`src/rtl/countdown_pkg.sv`:
```
`default_nettype none
// ============================================================================
// Module  : countdown_pkg
// Purpose : Shared types and constants for the BCD countdown controller.
// Revision: 1.0 - initial release
// ============================================================================
package countdown_pkg;

  localparam int DIGIT_W    = 4;
  localparam int NUM_DIGITS = 3;
  localparam int DATA_W     = DIGIT_W * NUM_DIGITS;

  // Largest legal seconds-tens digit and largest legal BCD digit
  localparam logic [DIGIT_W-1:0] MAX_TENS  = 4'd5;
  localparam logic [DIGIT_W-1:0] MAX_DIGIT = 4'd9;

  // Canonical state encoding for the controller FSM
  typedef enum logic [2:0] {
    ST_IDLE  = 3'd0,
    ST_ENTRY = 3'd1,
    ST_LOAD  = 3'd2,
    ST_RUN   = 3'd3,
    ST_PAUSE = 3'd4,
    ST_DONE  = 3'd5
  } state_t;

  // True when a keypad code is a real BCD digit
  function automatic logic digit_ok(input logic [DIGIT_W-1:0] d);
    return (d <= MAX_DIGIT);
  endfunction

endpackage
`default_nettype wire

```
`src/rtl/digit_buffer.sv`:
```
`default_nettype none
// ============================================================================
// Module  : digit_buffer
// Purpose : Three-digit BCD shift register holding the keypad preset, with
//           validity flags for the start check.
// Revision: 1.0 - initial release
// ============================================================================
module digit_buffer
  import countdown_pkg::*;
(
  input  logic                clk,
  input  logic                rst,
  input  logic                i_shift,
  input  logic                i_clr,
  input  logic [DIGIT_W-1:0]  i_digit,
  output logic [DATA_W-1:0]   o_data,
  output logic                o_tens_ok,
  output logic                o_nonzero
);

  // Layout {min_ones, sec_tens, sec_ones}
  logic [DATA_W-1:0] r_buf;

  // New digit enters at sec_ones; the oldest (min_ones) falls off the top
  always_ff @(posedge clk) begin
    if (rst || i_clr) begin
      r_buf <= '0;
    end else if (i_shift) begin
      r_buf <= {r_buf[DATA_W-DIGIT_W-1:0], i_digit};
    end
  end

  assign o_data    = r_buf;
  assign o_tens_ok = (r_buf[2*DIGIT_W-1:DIGIT_W] <= MAX_TENS);
  assign o_nonzero = |r_buf;

endmodule
`default_nettype wire

```
`src/rtl/countdown_ctrl.sv`:
```
`default_nettype none
// ============================================================================
// Module  : countdown_ctrl
// Purpose : Control FSM for the BCD countdown chain: keypad preset entry,
//           load/clear/enable generation and timed alarm.
// Revision: 1.0 - initial release
// ============================================================================
module countdown_ctrl
  import countdown_pkg::*;
#(
  parameter int ALARM_TICKS = 3
)
(
  input  logic               clock,
  input  logic               reset,
  input  logic [DIGIT_W-1:0] digit,
  input  logic               digit_valid,
  input  logic               start,
  input  logic               stop,
  input  logic               clear,
  input  logic               tick,
  input  logic               zero,
  output logic [DATA_W-1:0]  data,
  output logic               loadn,
  output logic               clrn,
  output logic               enable,
  output logic               alarm,
  output logic               err
);

  localparam logic [2:0] c_st_idle  = ST_IDLE;
  localparam logic [2:0] c_st_entry = ST_ENTRY;
  localparam logic [2:0] c_st_load  = ST_LOAD;
  localparam logic [2:0] c_st_run   = ST_RUN;
  localparam logic [2:0] c_st_pause = ST_PAUSE;
  localparam logic [2:0] c_st_done  = ST_DONE;
  localparam logic [3:0] c_alarm_last = 4'(ALARM_TICKS - 1);

  logic [2:0]        r_state;
  logic [2:0]        w_next;
  logic [3:0]        r_alarm_cnt;
  logic              r_run_first;
  logic [DATA_W-1:0] r_data;
  logic              r_loadn, r_clrn, r_enable, r_alarm, r_err;

  logic              w_shift, w_to_idle, w_err, w_pulse_en;
  logic              w_cmd_stop, w_cmd_start, w_cmd_digit;
  logic [DATA_W-1:0] w_buf_data;
  logic              w_tens_ok, w_nonzero;

  // Only the highest-priority strobe of a cycle is acted on
  assign w_cmd_stop  = stop & ~clear;
  assign w_cmd_start = start & ~clear & ~stop;
  assign w_cmd_digit = digit_valid & ~clear & ~stop & ~start & digit_ok(digit);

  digit_buffer u_buf (
    .clk       (clock),
    .rst       (reset),
    .i_shift   (w_shift),
    .i_clr     (w_to_idle),
    .i_digit   (digit),
    .o_data    (w_buf_data),
    .o_tens_ok (w_tens_ok),
    .o_nonzero (w_nonzero)
  );

  // Next-state decode; "to idle" always implies a chain clear and buffer wipe
  always_comb begin
    w_next     = r_state;
    w_shift    = 1'b0;
    w_to_idle  = 1'b0;
    w_err      = 1'b0;
    w_pulse_en = 1'b0;
    if (clear) begin
      w_to_idle = 1'b1;
    end else begin
      case (r_state)
        c_st_idle: begin
          if (w_cmd_digit) begin
            w_shift = 1'b1;
            w_next  = c_st_entry;
          end
        end
        c_st_entry: begin
          if (w_cmd_start) begin
            if (!w_tens_ok || !w_nonzero) w_err  = 1'b1;
            else                          w_next = c_st_load;
          end else if (w_cmd_digit) begin
            w_shift = 1'b1;
          end
        end
        c_st_load: w_next = c_st_run;
        c_st_run: begin
          // zero is ignored in the first RUN cycle while the chain settles
          if (w_cmd_stop)                w_next = c_st_pause;
          else if (zero && !r_run_first) w_next = c_st_done;
          else if (tick)                 w_pulse_en = 1'b1;
        end
        c_st_pause: begin
          if (w_cmd_stop)       w_to_idle = 1'b1;
          else if (w_cmd_start) w_next    = c_st_run;
        end
        c_st_done: begin
          if (w_cmd_stop || w_cmd_start)          w_to_idle = 1'b1;
          else if (tick && r_alarm_cnt == c_alarm_last) w_to_idle = 1'b1;
        end
        default: w_to_idle = 1'b1;
      endcase
    end
    if (w_to_idle) w_next = c_st_idle;
  end

  // State, alarm tick counter and registered outputs
  always_ff @(posedge clock) begin
    if (reset) begin
      r_state     <= c_st_idle;
      r_alarm_cnt <= '0;
      r_run_first <= 1'b0;
      r_data      <= '0;
      r_loadn     <= 1'b1;
      r_clrn      <= 1'b0;
      r_enable    <= 1'b0;
      r_alarm     <= 1'b0;
      r_err       <= 1'b0;
    end else begin
      r_state     <= w_next;
      r_run_first <= (w_next == c_st_run) && (r_state != c_st_run);
      if (r_state != c_st_done)  r_alarm_cnt <= '0;
      else if (tick)             r_alarm_cnt <= r_alarm_cnt + 4'd1;
      r_data      <= w_buf_data;
      r_loadn     <= (w_next != c_st_load);
      r_clrn      <= ~w_to_idle;
      r_enable    <= w_pulse_en;
      r_alarm     <= (w_next == c_st_done);
      r_err       <= w_err;
    end
  end

  assign data   = r_data;
  assign loadn  = r_loadn;
  assign clrn   = r_clrn;
  assign enable = r_enable;
  assign alarm  = r_alarm;
  assign err    = r_err;

endmodule
`default_nettype wire

```
`config.mk`:
```
export PLATFORM = sky130hd
export DESIGN_NAME = countdown_ctrl
export DESIGN_NICKNAME = d
export VERILOG_FILES = /design/src/rtl/countdown_pkg.sv /design/src/rtl/digit_buffer.sv /design/src/rtl/countdown_ctrl.sv
export SDC_FILE = /design/constraint.sdc
export NUM_CORES = 1
export LEC_CHECK = 0
export ABC_AREA = 1
export BUFFER_PORTS_ARGS = -buffer_cell sky130_fd_sc_hd__buf_2
export CORE_ASPECT_RATIO = 0.75
export CORE_MARGIN = 4
export CORE_UTILIZATION = 55
export CTS_CLUSTER_SIZE = 30
export DETAILED_ROUTE_END_ITERATION = 10
export PLACE_DENSITY = 0.74
export SLEW_MARGIN = 15
export SYNTH_ARGS = -nofsm -noshare
export SYNTH_HDL_FRONTEND = slang
export SYNTH_SLANG_ARGS = --single-unit
```
`constraint.sdc`:
```
create_clock -name clock -period 2.9 [get_ports clock]
set_input_delay 0.58 -clock clock [delete_from_list [all_inputs] [get_ports clock]]
set_output_delay 0.58 -clock clock [all_outputs]
set_load 0.005 [all_outputs]
```
==> metrics.txt <==
Placed Area=1810 um^2; Post-Synth Simple-Gate Area=about 33%; Fin Setup TNS=0 ns; RSZ-0062 raised after global routing=false; vias per cell=around 4.8; total design power=between 0.9 and 1 mW; Port Buffer Count=28; Final nets=266; CP max stage cell=nor4_4; clk buf depth=2; CP peak stage delay=approximately 0.63 ns; share of layout cells above drive strength 1=23.1%; arrival time at the worst endpoint=1.97 ns; CTS Hold Bufs=0; Mapped Cells=226; post-DP HPWL=2.43 mm; WS Path Type=input pin to register; Placed Instances=283; Hold Vio Cnt, Final=0; area share of the largest cell type after synthesis=43.4%; Synth Cell Area=1710 um^2; worst hold margin=about 0.44 ns; largest net degree at the start of global routing=15; area leader, netlist=dfxtp_1; Pre-antenna DRT Iters=4; Bufs and invs on worst path=1; largest family of logic cells by synthesized area=simple AND/OR/NAND/NOR gates; commonest cells after routing, fill and taps aside=43 x nand2_1, 40 x nor2_1, 37 x dfxtp_1; io pins=29; Clock Sinks=37; Worst setup EP type=register; die area=between 4000 and 5000 um^2; pwr dens=481 nW/um^2; Leakage=0.800 nW; GRT Resource Usage Total=17.4%; Achievable Freq=0.554 GHz; post-layout util=63.8%; # Post-CTS Setup Buffers=0; Seq/Total Area, Yosys=43.4%; Die H=56.2 um; clock skew=0.00339 ns; CP Cell Sequence=buf_2 -> nor4_4 -> nand3_2 -> nand2_1 -> a21oi_2; adder-cell share of the synthesized area=around 1.5%; drt wl/cell=about 11 um; row count=17; FF+latch count, synth=37; Antenna Nets Post-Route=0; Post-route DRC=0; TritonCTS clock tree=done; worst min path class=register to register; top_reg_cell synth=dfxtp_1; final worst-path cycle share=62.2%; number of warnings issued by yosys=0; root buffer cell=clkbuf_8; Area growth syn-to-layout=10.5%; diode count=0; CTS H-tree lvls=2; post-synthesis net count=240; Post-synth EDFFs=0; area occupied by multi-input gates=763 um^2; Netlist cell types=30; Final setup viols=0; post-synthesis mux area share=0%; asr flop ratio synth=0%; global-route wire length before repair=about 5.5 mm; Worst Max-Slew Pin Slew=~0.65 ns; clock slew at reported path FFs=roughly 0.07 ns; status=finished clean; post_cts resized=0; GP Congestion=0.888; cell family with most CP delay=simple AND/OR/NAND/NOR gates; clock latency at the later pin of the worst-skew pair=~0.28 ns; final instance count without filler cells=289; die width=~72 um; Total Wirelength=3.19 mm; mean post-synth cell area=7.55 um^2; most area-consuming cells after synthesis=dfxtp_1 43%, nand2_1 9.5%, nor2_1 8.8%; total number of vias=1400; DRT iter0 DRCs=between 80 and 90; Worst Setup Start Kind=input pin; sequential cell area=741 um^2; FILL cells=280; maximum VDD drop=0.000281 V; total CTS buffers=5; worst-path fanout max=13; Slew headroom=56.2%; Max Cap Viol=0; Overflow after GRT=0; Slew Viols, Final=0; Core ar.=just under 3000 um^2; final setup margin=~1.1 ns; Design Area, Final=between 1500 and 2000 um^2; initial antenna violation count=0; complex-gate fraction of the synthesized area=9.31%; minimum clock period=around 1.8 ns; starting density of the core=between 50% and 60%; vias in the first global route=1230; Critical Path RT=3.07 ns; Place WS=0.796 ns; commonest non-fill, non-tap cell in the layout=nand2_1; XOR/XNOR Fraction of Synth Area=less than 1%
[worst paths after layout]
check | from | to | slack [ns] | cells past startpoint
setup reg to reg | r_state[2] | u_buf.o_data[5] | 1.44 | 7
hold / removal | u_buf.o_data[8] | data[8] | 0.44 | 2
setup / recovery | clear | u_buf.o_data[10] | 1.10 | 5
hold reg to reg | u_buf.o_data[8] | data[8] | 0.44 | 2
[worst min-delay path, stage by stage (launching register included)]
cell     delay [ns]
dfxtp_1        0.32
inv_1          0.05
nor2_1         0.03
[report_power, final]
group          internal [mW]  switching (mW)
clock network          0.158           0.167
logic                 0.0197          0.0472
registers              0.511         0.00432
total                  0.689           0.218
[cell families after synthesis]
group           count (synthesis)
fa+ha+maj                       2
xor+xnor                        1
buf+inv                        41
compound gates                 23
simple gates                  122
flops                          37
[area by class of cell]
type	count	share of cell area [%]
tap	38	2.52
timing repair buffer	28	7.43
sequential	37	39.3
clock inverter	1	0.265
multi-input combinational	148	40.5
inverter	32	6.37
clock buffer	5	3.65
[state kept, by name, summed over array words and instances (netlist names)]
name          cells
r_state           3
r_alarm_cnt       4
clrn              1
r_run_first       1
enable            1
loadn             1
alarm             1
data             12
err               1
u_buf.o_data     12
[cell usage after synthesis, types with 3 or more instances]
cell	number
a21oi_2	10
nor3_1	4
inv_2	3
nor2_1	40
buf_6	4
dfxtp_1	37
nand3_1	10
nand2_1	43
inv_1	29
a21oi_1	9
nand4_1	14
[metal layers]
| metal | vias up | share of wire, % | wire length, um | global-route usage, % |
|---|---|---|---|---|
| met5 | - | 0 | 0 | 0 |
| met4 | 0 | 2.0 | 65 | 8.04 |
| met3 | 6 | 6.8 | 216 | 5.42 |
| met2 | 36 | 37 | 1190 | 22.4 |
| met1 | 595 | 54 | 1720 | 25.5 |
| li1 | 763 | - | - | - |
No activity file was read; power rests on OpenSTA's default activity.
